File: config.mk
export PLATFORM = sky130hd
export DESIGN_NAME = cdr_loop_filter
export DESIGN_NICKNAME = d
export VERILOG_FILES = /design/src/rtl/cdr_loop_filter.sv
export SDC_FILE = /design/constraint.sdc
export NUM_CORES = 1
export LEC_CHECK = 0
export CAP_MARGIN = 40
export CELL_PAD_IN_SITES_DETAIL_PLACEMENT = 1
export CELL_PAD_IN_SITES_GLOBAL_PLACEMENT = 1
export CORE_MARGIN = 2
export CORE_UTILIZATION = 38
export DETAILED_ROUTE_END_ITERATION = 16
export PLACE_DENSITY_LB_ADDON = 0.1
export SLEW_MARGIN = 20
export SYNTH_ARGS = -nofsm -noshare
export SYNTH_HDL_FRONTEND = slang
export SYNTH_SLANG_ARGS = --single-unit
export TNS_END_PERCENT = 50
File: constraint.sdc
create_clock -name clk -period 3.9 [get_ports clk]
set_input_delay 0.78 -clock clk [delete_from_list [all_inputs] [get_ports clk]]
set_output_delay 0.78 -clock clk [all_outputs]
set_load 0.02 [all_outputs]
File: src/rtl/cdr_loop_filter.sv
// cdr_loop_filter: majority-vote decimating loop filter driving a wrapping PI code; integral path under CDR_LF_FREQ_PATH_EN
module cdr_loop_filter #(
  parameter int VOTE_LEN = 8,
  parameter int PI_W     = 7,
  parameter int PI_INIT  = 0,
  parameter int KP       = 1,
  parameter int INT_W    = 12,
  parameter int KI_SHIFT = 4
) (
  input  logic             clk,
  input  logic             rst,
  input  logic             en,
  input  logic             up,
  input  logic             dn,
  output logic [PI_W-1:0]  pi_code,
  output logic             code_valid,
  output logic [1:0]       vote_dir,
  output logic [INT_W-1:0] freq_int
);
  localparam int CW = $clog2(VOTE_LEN);
  localparam logic signed [PI_W:0] KP_S = (PI_W+1)'(KP);
  logic [CW-1:0] cnt_q, cnt_d;
  logic signed [CW:0] acc_q, acc_d;
  logic signed [CW+1:0] vote, sum;
  logic close, upd;
  logic [1:0] vote_dir_q, vote_dir_d;
  logic pend_q, pend_d;
  logic [PI_W-1:0] pi_code_q, pi_code_d;
  logic code_valid_q, code_valid_d;
  logic signed [PI_W:0] kp_term, step;
`ifdef CDR_LF_FREQ_PATH_EN
  localparam logic signed [INT_W-1:0] FI_MAX = {1'b0, {(INT_W-1){1'b1}}};
  logic signed [INT_W-1:0] freq_int_q, freq_int_d, fi_sh;
`endif
  // vote accumulation, window close decision and update-stage arithmetic
  always_comb begin
    vote = (up & ~dn) ? (CW+2)'(1) : (dn & ~up) ? -(CW+2)'(1) : '0;
    sum = {acc_q[CW], acc_q} + vote;
    close = en && (cnt_q == CW'(VOTE_LEN-1));
    cnt_d = en ? cnt_q + 1'b1 : '0;
    acc_d = (en && !close) ? sum[CW:0] : '0;
    vote_dir_d = close ? {sum > 0, sum < 0} : vote_dir_q;
    pend_d = close;
    upd = pend_q && en;
    kp_term = vote_dir_q[1] ? KP_S : vote_dir_q[0] ? -KP_S : '0;
`ifdef CDR_LF_FREQ_PATH_EN
    fi_sh = freq_int_q >>> KI_SHIFT;
    step = kp_term + fi_sh[PI_W:0];
    freq_int_d = !upd ? freq_int_q
               : (vote_dir_q[1] && freq_int_q != FI_MAX) ? freq_int_q + 1'b1
               : (vote_dir_q[0] && freq_int_q != -FI_MAX) ? freq_int_q - 1'b1
               : freq_int_q;
`else
    step = kp_term;
`endif
    pi_code_d = upd ? pi_code_q + step[PI_W-1:0] : pi_code_q;
    code_valid_d = upd;
  end
  // state registers with synchronous reset
  always_ff @(posedge clk) begin
    if (rst) begin
      cnt_q <= '0;
      acc_q <= '0;
      vote_dir_q <= '0;
      pend_q <= 1'b0;
      pi_code_q <= PI_W'(PI_INIT);
      code_valid_q <= 1'b0;
`ifdef CDR_LF_FREQ_PATH_EN
      freq_int_q <= '0;
`endif
    end else begin
      cnt_q <= cnt_d;
      acc_q <= acc_d;
      vote_dir_q <= vote_dir_d;
      pend_q <= pend_d;
      pi_code_q <= pi_code_d;
      code_valid_q <= code_valid_d;
`ifdef CDR_LF_FREQ_PATH_EN
      freq_int_q <= freq_int_d;
`endif
    end
  end
  assign pi_code = pi_code_q;
  assign code_valid = code_valid_q;
  assign vote_dir = vote_dir_q;
`ifdef CDR_LF_FREQ_PATH_EN
  assign freq_int = freq_int_q;
`else
  assign freq_int = '0;
`endif
endmodule
* Yosys cells after proc, flatten, opt, wreduce, memory -nomap -nowiden
Index checks and enable logic that the tools add are counted.
** Storage, ports and cells
- Output and inout bits :: 22
- Flip-flop bits (word level) :: 18
- Word-level logic and storage cells :: 28
- Input port bits :: 5
** Operators by class
- Add/subtract/negate cells :: 3
- Order comparisons :: 2
- Bitwise operators :: 6
- Muxes and demuxes :: 4
- Eq/ne operators :: 1
- Reduce and logical (&&, ||, !) cells :: 6
** Operators with widths (number)
- two-way mux 7 bit :: 2
- two-way mux 5 bit :: 2
- adder 7 bit :: 1
- adder 5 bit :: 1
- > comparator 5 x 1 -> 1 bit, second input constant :: 1
- less-than comparator 5 x 1 -> 1 bit, second input constant :: 1
- NOT 1 bit :: 4
- OR reduction 2 bit :: 2
- adder 3 x 1 -> 3 bit, second input constant :: 1
- equality test 3 bit, second input constant :: 1
- logical AND 1 bit :: 3
- AND 1 bit :: 2
- zero test 1 bit :: 1

* Logic depth before layout (Yosys ltp)
Gate-level depths: netlist of the first run.
- Word-level depth :: 6
- Gate-level depth with buffers :: 10
- Gate-level depth less buffers :: 10

* Least setup slack after synthesis of the first run
OpenSTA, ideal clock, no wires.
- Kind :: in2reg
- From :: in up
- To :: reg vote_dir_q[1] (netlist: vote_dir[1])
- Arrival time :: 2.140 ns
- Stages :: 10
- Required time :: 3.785 ns
- Path buffers :: 1
- Library setup time :: 0.115 ns
- Path slack :: 1.645 ns
- Cells stage by stage :: inv_1 > ha_1 > clkbuf_1 > xor2_1 > ha_1 > a21oi_1 > a22oi_1 > o211ai_1 > a21oi_1 > o21a_1
** Between the ends
- Cells in the longest elaborated chain, start to end :: 6
- Elaborated cells on any way between the ends :: 7
- Classes of those cells :: add/sub (1); order compare (1); mux (2); bitwise (3)
** Ends and longest elaborated chain
- start, declared :: line 13 : input logic up,
- NOT 1 bit :: line 37 : vote = (up & ~dn) ? (CW+2)'(1) : (dn & ~up) ? -(CW+2)'(1) : '0;
- AND 1 bit :: line 37
- two-way mux 5 bit :: line 37
- two-way mux 5 bit (*) :: line 37
- adder 5 bit (*) :: line 38 : sum = {acc_q[CW], acc_q} + vote;
- > comparator 5 x 1 -> 1 bit (*) :: line 42 : vote_dir_d = close ? {sum > 0, sum < 0} : vote_dir_q;
- end signal, assigned :: line 74 : vote_dir_q <= vote_dir_d;
- end, declared :: line 26 : logic [1:0] vote_dir_q, vote_dir_d;
Every way passes the cells marked *; elsewhere a longest branch is shown, timed or not.
A chain may end at the register's enable or synchronous reset.

* Worst setup path after layout of the first run
Same ends and word-level chain as after synthesis.

==> impl_metrics.toml, run 1 <==
[status]
status = "finished, final reports clean"

[die]
pin_count = 27
die_area_um2 = 3410
design.core.area_um2 = 2780
die_h_um = 58.4
fp_rows = 19
chipWidth_um = 58.4
floorplan.initialDensity_pct = 40.5

[clock_tree]
clk_root_buffer_cell = "clkbuf_4"
tritoncts.num_buffers = 3
clock_pin_slew_of_the_registers_on_the_worst_case_setup_and_hold_paths_ns = 0.11
tritoncts = "done"
worst_case_clock_buffer_depth = 2
numClockSinks = 18
clock_insertion_delay_worst_skew_ns = 0.30
post_cts_resized = 0
clock_tree.htree_level_count = 1
post-cts-setup-buffer-count = 0
hold_fix_buffer_count_after_cts = 0

[setup_path]
worstSetupStartpointType = "input pin"
r2r-start = "vote_dir[0]"
cp_data_required_time_ns = 4.11
critical_path_class = "in2reg"
crit_path_end_kind = "flip-flop"
cp_data_arrival_time_ns = 2.72
ff2ff_path_depth = 8
regToRegSetupSlack_ns = 1.65
rr_endpoint = "pi_code[6]"
crit_path_max_fanout = 8

[place]
place.detailed.hpwl_um = 1790
place_congestion = 0.826
place.detailed.instances = 174
dpl_worst_slack_ns = 1.08
placement.io_buffers = 14

[timing]
timing.final.crit_period_ns = 2.51
rsz0062_at_grt = "no"
final-max-slew-violation-count = 0
fin_skew_ns = 0.00483
final_hold_viol_count = 0
maxClockFrequency_mhz = 398
timing.final.crit_share_pct = 64.4
finalSetupViolations = 0
finalWorstSetupSlack_ns = 1.39
fin_setup_tns_ns = 0

[cells_and_area]
antennaDiodeCount = 0
nNetsFinal = 162
finalNonFillerCells = 178
syn_to_final_growth_pct = 12.4
share_of_layout_cells_above_drive_strength_1_pct = 5.44

[power]
p_leak_nw = 0.527
p_per_cell_area_nw_per_um2 = 277
total_power_w = 0.000351
peakVddDrop_uv = 224

[route]
post-route-drc-count = 0
routed-via-count = 909
drt_iter0_drc = 11
drtAntennaViolNets = 0
drt-total-wl_um = 2280
number_of_search_and_repair_iterations_in_the_first_detailed_routing_pass = 3
post_drt_via_cell_ratio = 5.11
wl_per_cell_um = 12.8

[logic_synthesis]
avg_inst_size_synth_um2 = 8.34
synth-seq-cells = 18
yosysSeqAreaShare_pct = 32.0
synthesis.yosys.warnings = 0
synth_commonest_cells = "18 x dfxtp_1, 13 x nor2_1, 12 x buf_4, 11 x a21oi_1"
synth_most_common_cell = "dfxtp_1"
postSynthCellCount = 135
synth_top_cell_area_share_pct = 32.0
syn-cell-area_um2 = 1130
synth.distinct_cells = 37
postSynth.topFlopCell = "dfxtp_1"
synth.largest_area_cell = "dfxtp_1"
synth_enable_flop_cells = 0
synthArstFlopShare_pct = 0
synth_area_leaders = "dfxtp_1 32%, ha_1 10%, buf_4 8.0%"

[global_route]
first_global_vias = 940
largest_net_degree_at_the_start_of_global_routing = 15
gr_usage_total_pct = 15.4
grt_overflow = 0
antenna_found_initial = 0
grt_first_pass_wirelength_um = 4070

[hold_path]
min_to = "cnt_q[0]"
min_delay_path_depth = 1
min-delay-start = "cnt_q[0]"
worstHoldPathType = "reg2reg"

[flow_run]
max_cap_violations = 0
layout make-up:
type	instances	area, µm²
Fill cell	341	1520
Clock buffer	4	36.3
Inverter	5	18.8
Sequential cell	18	360
Multi-Input combinational cell	106	672
Tap cell	31	38.8
Timing Repair Buffer	14	140
placed cells by master (no fill, tap or decap), drive strengths merged, types with 3 or more instances in the layout:
cell type,synthesis,final
a21oi,12,12
and2,7,7
clkbuf,4,4
clkdlybuf4s50,0,14
conb,1,12
dfxtp,18,18
ha,9,9
inv,5,5
nand2,9,9
nand2b,4,4
nor2,13,13
nor2b,3,3
nor3,3,3
o21ai,3,3
xnor2,6,6
layer usage:
metal,vias up,routed length [µm],GRT usage (%)
met1,431,956,17.9
met3,2,63,2.64
met5,-,0,0
met2,13,1240,27.4
met4,0,13,6.64
li1,463,-,-
worst max-delay path, cell delays in order:
cell             delay (ns)
clkdlybuf4s50_1        0.45
inv_1                  0.05
ha_1                   0.30
xor2_1                 0.20
ha_1                   0.25
a21oi_1                0.17
a22oi_1                0.08
o211ai_1               0.21
a21oi_1                0.10
o21a_1                 0.12
how the worst max path moves through the flow:
stage | from | to | depth (start not counted)
global placement | up | vote_dir[1] | 10
finish | up | vote_dir[1] | 10
CTS | up | vote_dir[1] | 11
global route | up | vote_dir[1] | 10
detailed placement | up | vote_dir[1] | 11
floorplan | up | vote_dir[1] | 10
sequential cells by signal (all words and copies together) (netlist names):
| name | flops |
|---|---|
| vote_dir | 2 |
| code_valid | 1 |
| pi_code | 7 |
| cnt_q | 3 |
| pend_q | 1 |
| acc_q | 4 |
where the power goes:
| part | total (W) | switching [W] | internal [W] |
|---|---|---|---|
| Clock | 0.000118 | 0.0000612 | 0.0000569 |
| Combinational | 0.0000424 | 0.0000268 | 0.0000157 |
| Sequential | 0.000190 | 0.00000325 | 0.000187 |
kinds of logic (layout without fill, tap and decap cells):
kind of cell / Yosys count / after routing / synth area share (%)
AOI/OAI and AO/OA: 30 / 30 / 17.2
xor gates and xnor gates: 8 / 8 / 6.22
adders and majority gates: 9 / 9 / 10.0
buffers and inverters: 22 / 23 / 12.0
DFF: 18 / 18 / 32.0
muxes: 2 / 2 / 1.89
other: 1 / 12 / 0.333
and+or+nand+nor: 45 / 45 / 20.3
through the flow:
step / area (µm²) / hold slack [ns] / util (%)
final: 1270 / 0.442 / 45.5
after floorplan: 1170 / 0.399 / -
after global placement: 1230 / 0.414 / 44.2
after detailed placement: 1230 / 0.435 / 44.2
after CTS: 1270 / 0.452 / 45.5
after global routing: 1270 / 0.457 / 45.5
(Power assumes the default switching activity.)
==> inputs of run 2 (changes only) <==
--- a/config.mk
+++ b/config.mk
@@ -9,7 +9,7 @@
 export CELL_PAD_IN_SITES_DETAIL_PLACEMENT = 1
 export CELL_PAD_IN_SITES_GLOBAL_PLACEMENT = 1
 export CORE_MARGIN = 2
-export CORE_UTILIZATION = 38
+export CORE_UTILIZATION = 32
 export DETAILED_ROUTE_END_ITERATION = 16
 export PLACE_DENSITY_LB_ADDON = 0.1
 export SLEW_MARGIN = 20
==> constraint.sdc (replaced) <==
create_clock -name clk -period 2.05 [get_ports clk]
set_input_delay 0.41 -clock clk [delete_from_list [all_inputs] [get_ports clk]]
set_output_delay 0.41 -clock clk [all_outputs]
set_load 0.02 [all_outputs]
==> run 2 against run 1 <==
Cell count rose by 19%. Clock-buffer cell count unchanged. Via count up 10%. First-iteration DRC count up 130%. Design area up 23%. Die area grew 17%. Routed wire length up 24%. Sequential share of layout area decreased by 5.1 points. Sequential power is 92% higher.
==> impl_metrics.toml, run 2 (same netlist as run 1, synthesis figures left out) <==
[global_route]
antenna_found_initial = 0
grt_overflow = 0
first_global_vias = 1050
grt_first_pass_wirelength_um = 4660
largest_net_degree_at_the_start_of_global_routing = 11
gr_usage_total_pct = 14.7

[power]
peakVddDrop_uv = 248
p_per_cell_area_nw_per_um2 = 452
p_leak_nw = 0.618
total_power_w = 0.000702

[cells_and_area]
largest_register_ffs = 7
mostFrequentLayoutCell = "buf_4"
finalNonFillerCells = 211
antennaDiodeCount = 0
utilization_pct = 46.2
nNetsFinal = 180
commonest_cells_after_routing_fill_and_taps_aside = "17 x buf_4, 16 x dfxtp_1, 14 x clkdlybuf4s50_1"
syn_to_final_growth_pct = 37.9
layout.cell_area.non_filler_um2 = 1550
share_of_layout_cells_above_drive_strength_1_pct = 26.1

[die]
floorplan.initialDensity_pct = 33.5
die_h_um = 63.3
design.core.area_um2 = 3360
chipWidth_um = 63.3
pin_count = 27
fp_rows = 21
die_area_um2 = 4010

[setup_path]
critical_path.max_stage_delay_ns = 0.45
crit_path_max_fanout = 4
cpMostUsedCell = "ha_4"
cp_data_arrival_time_ns = 2.26
worstSetupStartpointType = "input pin"
critical_path_class = "in2reg"
crit_path_top_delay_cell = "clkdlybuf4s50_1"
critical_path_buffer_and_inverter_count = 3
crit_path_end_kind = "flip-flop"
cp_data_required_time_ns = 2.26
critical_path.cell_chain = "clkdlybuf4s50_1 -> inv_1 -> ha_4 -> inv_2 -> ha_4 -> ha_4 -> a21oi_2 -> a22oi_2 -> o211ai_1 -> a21oi_1 -> o21a_1"
timing.critical_path.max_delay_family = "compound AO/OA/AOI/OAI gates"

[timing]
final_hold_viol_count = 0
maxClockFrequency_mhz = 488
timing.final.crit_share_pct = 99.9
rsz0062_at_grt = "yes"
fin_skew_ns = 0.00836
finalSetupViolations = 0
final-max-slew-violation-count = 0
finalWorstSetupSlack_ns = 0.00164
timing.final.crit_period_ns = 2.05

[place]
place.detailed.instances = 205
dpl_worst_slack_ns = -0.406
place.detailed.hpwl_um = 2060
place_congestion = 0.795
placement.io_buffers = 14
dpl_cell_area_um2 = 1370

[clock_tree]
numClockSinks = 18
tritoncts = "done"
clock_insertion_delay_worst_skew_ns = 0.30
hold_fix_buffer_count_after_cts = 0
clk_root_buffer_cell = "clkbuf_4"
worst_case_clock_buffer_depth = 2
tritoncts.num_buffers = 3
clock_tree.htree_level_count = 1
clock_pin_slew_of_the_registers_on_the_worst_case_setup_and_hold_paths_ns = 0.12

[flow_run]
max_cap_violations = 0

[route]
drt_iter0_drc = 25
routed-via-count = 1000
drt-total-wl_um = 2820
post-route-drc-count = 0
drtAntennaViolNets = 0
post_drt_via_cell_ratio = 4.74
wl_per_cell_um = 13.4
number_of_search_and_repair_iterations_in_the_first_detailed_routing_pass = 4

[hold_path]
worstHoldPathType = "reg2reg"

[status]
status = "finished, final reports clean"
run 2: layer usage:
| metal | share of wire (%) | track usage [%] |
|---|---|---|
| met1 | 39 | 15.9 |
| met2 | 58 | 29.2 |
| met3 | 2.1 | 1.96 |
| met4 | 0.57 | 4.08 |
| met5 | 0 | 0 |
run 2: final timing paths:
check                   start     endpoint  slack [ns]  cells past startpoint
setup / recovery           up  vote_dir[1]       0.002                     11
setup reg to reg  vote_dir[1]   pi_code[6]        0.03                     10
hold / removal       cnt_q[0]     cnt_q[0]        0.43                      1
hold reg to reg      cnt_q[0]     cnt_q[0]        0.43                      1
run 2: area by class of cell:
class	instances	area [µm²]
fill	435	1810
multi-input combinational	106	793
sequential	18	363
timing repair buffer	32	279
tap	46	57.6
clock buffer	4	36.3
inverter	5	23.8
run 2: repair_timing:
action / in CTS / in global routing
resized for setup: 13 / 11
gates cloned: 0 / 0
setup endpoints to repair: 3 / 3
pin swaps: 3 / 10
setup buffers: 1 / 1
run 2: stage by stage:
| step | hold WS, ns | TNS [ns] |
|---|---|---|
| 2_1_floorplan | 0.399 | 0 |
| 3_3_place_gp | 0.415 | -1.05 |
| 3_5_place_dp | 0.417 | -1.49 |
| 4_1_cts | 0.434 | 0 |
| 5_1_grt | 0.457 | -0.118 |
| 6_report | 0.430 | 0 |
run 2: report_power, final:
| part | switching, W | internal [W] | leakage (nW) | total, W |
|---|---|---|---|---|
| combinational | 0.0000610 | 0.0000475 | 0.451 | 0.000109 |
| clock | 0.000121 | 0.000108 | 0.0210 | 0.000229 |
| sequential | 0.00000801 | 0.000356 | 0.147 | 0.000364 |
run 2: worst reg2reg max path, cell delays in order, from the launching register on:
cell and delay, ns:
dfxtp_2 0.36, buf_6 0.10, nand2b_4 0.14, inv_6 0.05, xnor2_4 0.12, ha_4 0.18, nor2_4 0.08, o21bai_1 0.10
a21oi_2 0.17, mux2i_1 0.24, mux2_1 0.36
==> inputs of run 3 (changes only) <==
--- a/config.mk
+++ b/config.mk
@@ -8,6 +8,7 @@
 export CAP_MARGIN = 40
 export CELL_PAD_IN_SITES_DETAIL_PLACEMENT = 1
 export CELL_PAD_IN_SITES_GLOBAL_PLACEMENT = 1
+export CORE_ASPECT_RATIO = 1.4
 export CORE_MARGIN = 2
 export CORE_UTILIZATION = 32
 export DETAILED_ROUTE_END_ITERATION = 16
==> run 3 against run 2 <==
Power is 9.5% higher. Critical path depth is 4 lower. Setup slack improved by 0.046 ns. Cell count down 0.95%.
==> impl_metrics.toml, run 3 (same netlist as run 1, synthesis figures left out) <==
[timing]
timing.final.crit_share_pct = 97.7
fin_skew_ns = 0.00117
maxClockFrequency_mhz = 500
final_hold_viol_count = 0
finalSetupViolations = 0
rsz0062_at_grt = "yes"
final-max-slew-violation-count = 0
timing.final.crit_period_ns = 2.00

[route]
number_of_search_and_repair_iterations_in_the_first_detailed_routing_pass = 3
drtAntennaViolNets = 0
routed-via-count = 1037
routed-wl-met2_um = 1730
met3RoutedLength_um = 78
drt-total-wl_um = 2900
post_drt_via_cell_ratio = 4.96
detail_route.wirelength.met1_um = 1030
wl_per_cell_um = 13.9
drt_iter0_drc = 6
post-route-drc-count = 0
route.top_layer_used = "met4"

[power]
peakVddDrop_uv = 358
combinationalPowerShare_pct = 14.7
p_per_cell_area_nw_per_um2 = 476
p_leak_nw = 0.669
power.sequential.fraction_pct = 47.3
clkPwrFrac_pct = 38.0
p_switching_w = 0.000194
p_int_w = 0.000575
switching_share_pct = 25.2

[setup_path]
cp_data_arrival_time_ns = 2.14
regToRegSetupSlack_ns = 0.05
crit_path_max_fanout = 7
timing.critical_path.from = "vote_dir[1]"
crit_path_end_kind = "flip-flop"
critical_path_class = "reg2reg"
r2r-start = "vote_dir[1]"
worstSetupStartpointType = "flip-flop"
cp_data_required_time_ns = 2.19

[global_route]
gr_usage_total_pct = 15.1
grt_first_pass_wirelength_um = 4490
largest_net_degree_at_the_start_of_global_routing = 11
antenna_found_initial = 0
first_global_vias = 1068
grt_overflow = 0

[die]
die_h_um = 74.2
chipWidth_um = 54.1
fp_rows = 25
die_area_um2 = 4020
pin_count = 27
floorplan.initialDensity_pct = 33.3
design.core.area_um2 = 3380

[cells_and_area]
antennaDiodeCount = 0
fillerInstances = 408
largest_register_ffs = 7
finalNonFillerCells = 209
mostFrequentLayoutCell = "buf_4"
layout.cell_area.non_filler_um2 = 1610
share_of_layout_cells_above_drive_strength_1_pct = 28.4
syn_to_final_growth_pct = 43.3
commonest_cells_after_routing_fill_and_taps_aside = "21 x buf_4, 16 x dfxtp_1, 12 x nor2_1, 12 x conb_1, 12 x clkdlybuf4s50_1"
nNetsFinal = 184

[clock_tree]
clock_insertion_delay_worst_skew_ns = 0.25
numClockSinks = 18
tritoncts = "done"
clock_pin_slew_of_the_registers_on_the_worst_case_setup_and_hold_paths_ns = 0.07
tritoncts.num_buffers = 3
clock_tree.htree_level_count = 1
clk_root_buffer_cell = "clkbuf_8"
worst_case_clock_buffer_depth = 2
hold_fix_buffer_count_after_cts = 0

[flow_run]
max_cap_violations = 0

[place]
dpl_cell_area_um2 = 1370
placement.io_buffers = 14
place_congestion = 0.741
place.detailed.instances = 200
place.detailed.hpwl_um = 2140

[hold_path]
worstHoldPathType = "reg2reg"
min-delay-start = "cnt_q[0]"

[status]
status = "finished, final reports clean"
-- run 3: cell count changes in the layout (fill, tap and decap cells not counted), moves of 2 or more --
cell	change
clkbuf_8	+3
dlymetal6s2s_1	+2
clkbuf_4	-3
clkdlybuf4s50_1	-2
ha_2	-2
buf_4	+4
-- run 3: per-layer routing --
layer | GRT usage, % | vias up
li1 | - | 504
met1 | 14.7 | 507
met2 | 29.3 | 18
met3 | 2.61 | 8
met4 | 6.94 | 0
met5 | 0 | -
-- run 3: stage by stage --
step	worst slack, ns	total power (W)	utilization [%]	hold WS, ns	TNS [ns]
finish	0.0481	0.000768	47.8	0.431	0
CTS	-0.00368	0.000778	44.3	0.439	-0.00368
detailed placement	-0.371	0.000463	40.7	0.428	-1.24
global route	-0.0418	0.000809	47.8	0.455	-0.0418
floorplan	0.0123	0.000448	-	0.399	0
global placement	-0.331	0.000460	40.7	0.406	-1.01
-- run 3: worst max-delay path, cell delays in order, from the launching register on --
cell      delay (ns)
dfxtp_4         0.36
buf_6           0.11
nand2b_4        0.15
buf_4           0.13
buf_4           0.15
or4_1           0.46
mux2i_1         0.20
mux2_1          0.33
-- run 3: repair_timing --
action,4_1_cts,5_1_grt
pin swaps,9,12
endpoints found under the hold margin,0,0
cloned,0,0
resized for setup,13,16
buffers inserted,0,5
setup endpoints to repair,4,4
-- run 3: cell type report --
class                           count  area, µm²  share of cell area, %
Tap cell                           40       50.0                   3.10
Multi-Input combinational cell    106        806                   49.9
Inverter                            5       23.8                   1.47
Clock buffer                        4       55.1                   3.41
Sequential cell                    18        365                   22.6
Timing Repair Buffer               36        314                   19.5
-- run 3: final timing paths --
kind                     end  depth (start not counted)
setup / recovery  pi_code[6]                          7
hold / removal      cnt_q[0]                          1
setup reg to reg  pi_code[6]                          7
hold reg to reg     cnt_q[0]                          1
-- run 3: power groups by stage --
stage / sequential (W) / clock, W / combinational [W]
floorplan: 0.000369 / 0 / 0.0000794
global placement: 0.000370 / 0 / 0.0000898
detailed placement: 0.000371 / 0 / 0.0000924
CTS: 0.000364 / 0.000310 / 0.000104
global route: 0.000364 / 0.000320 / 0.000125
finish: 0.000363 / 0.000292 / 0.000113
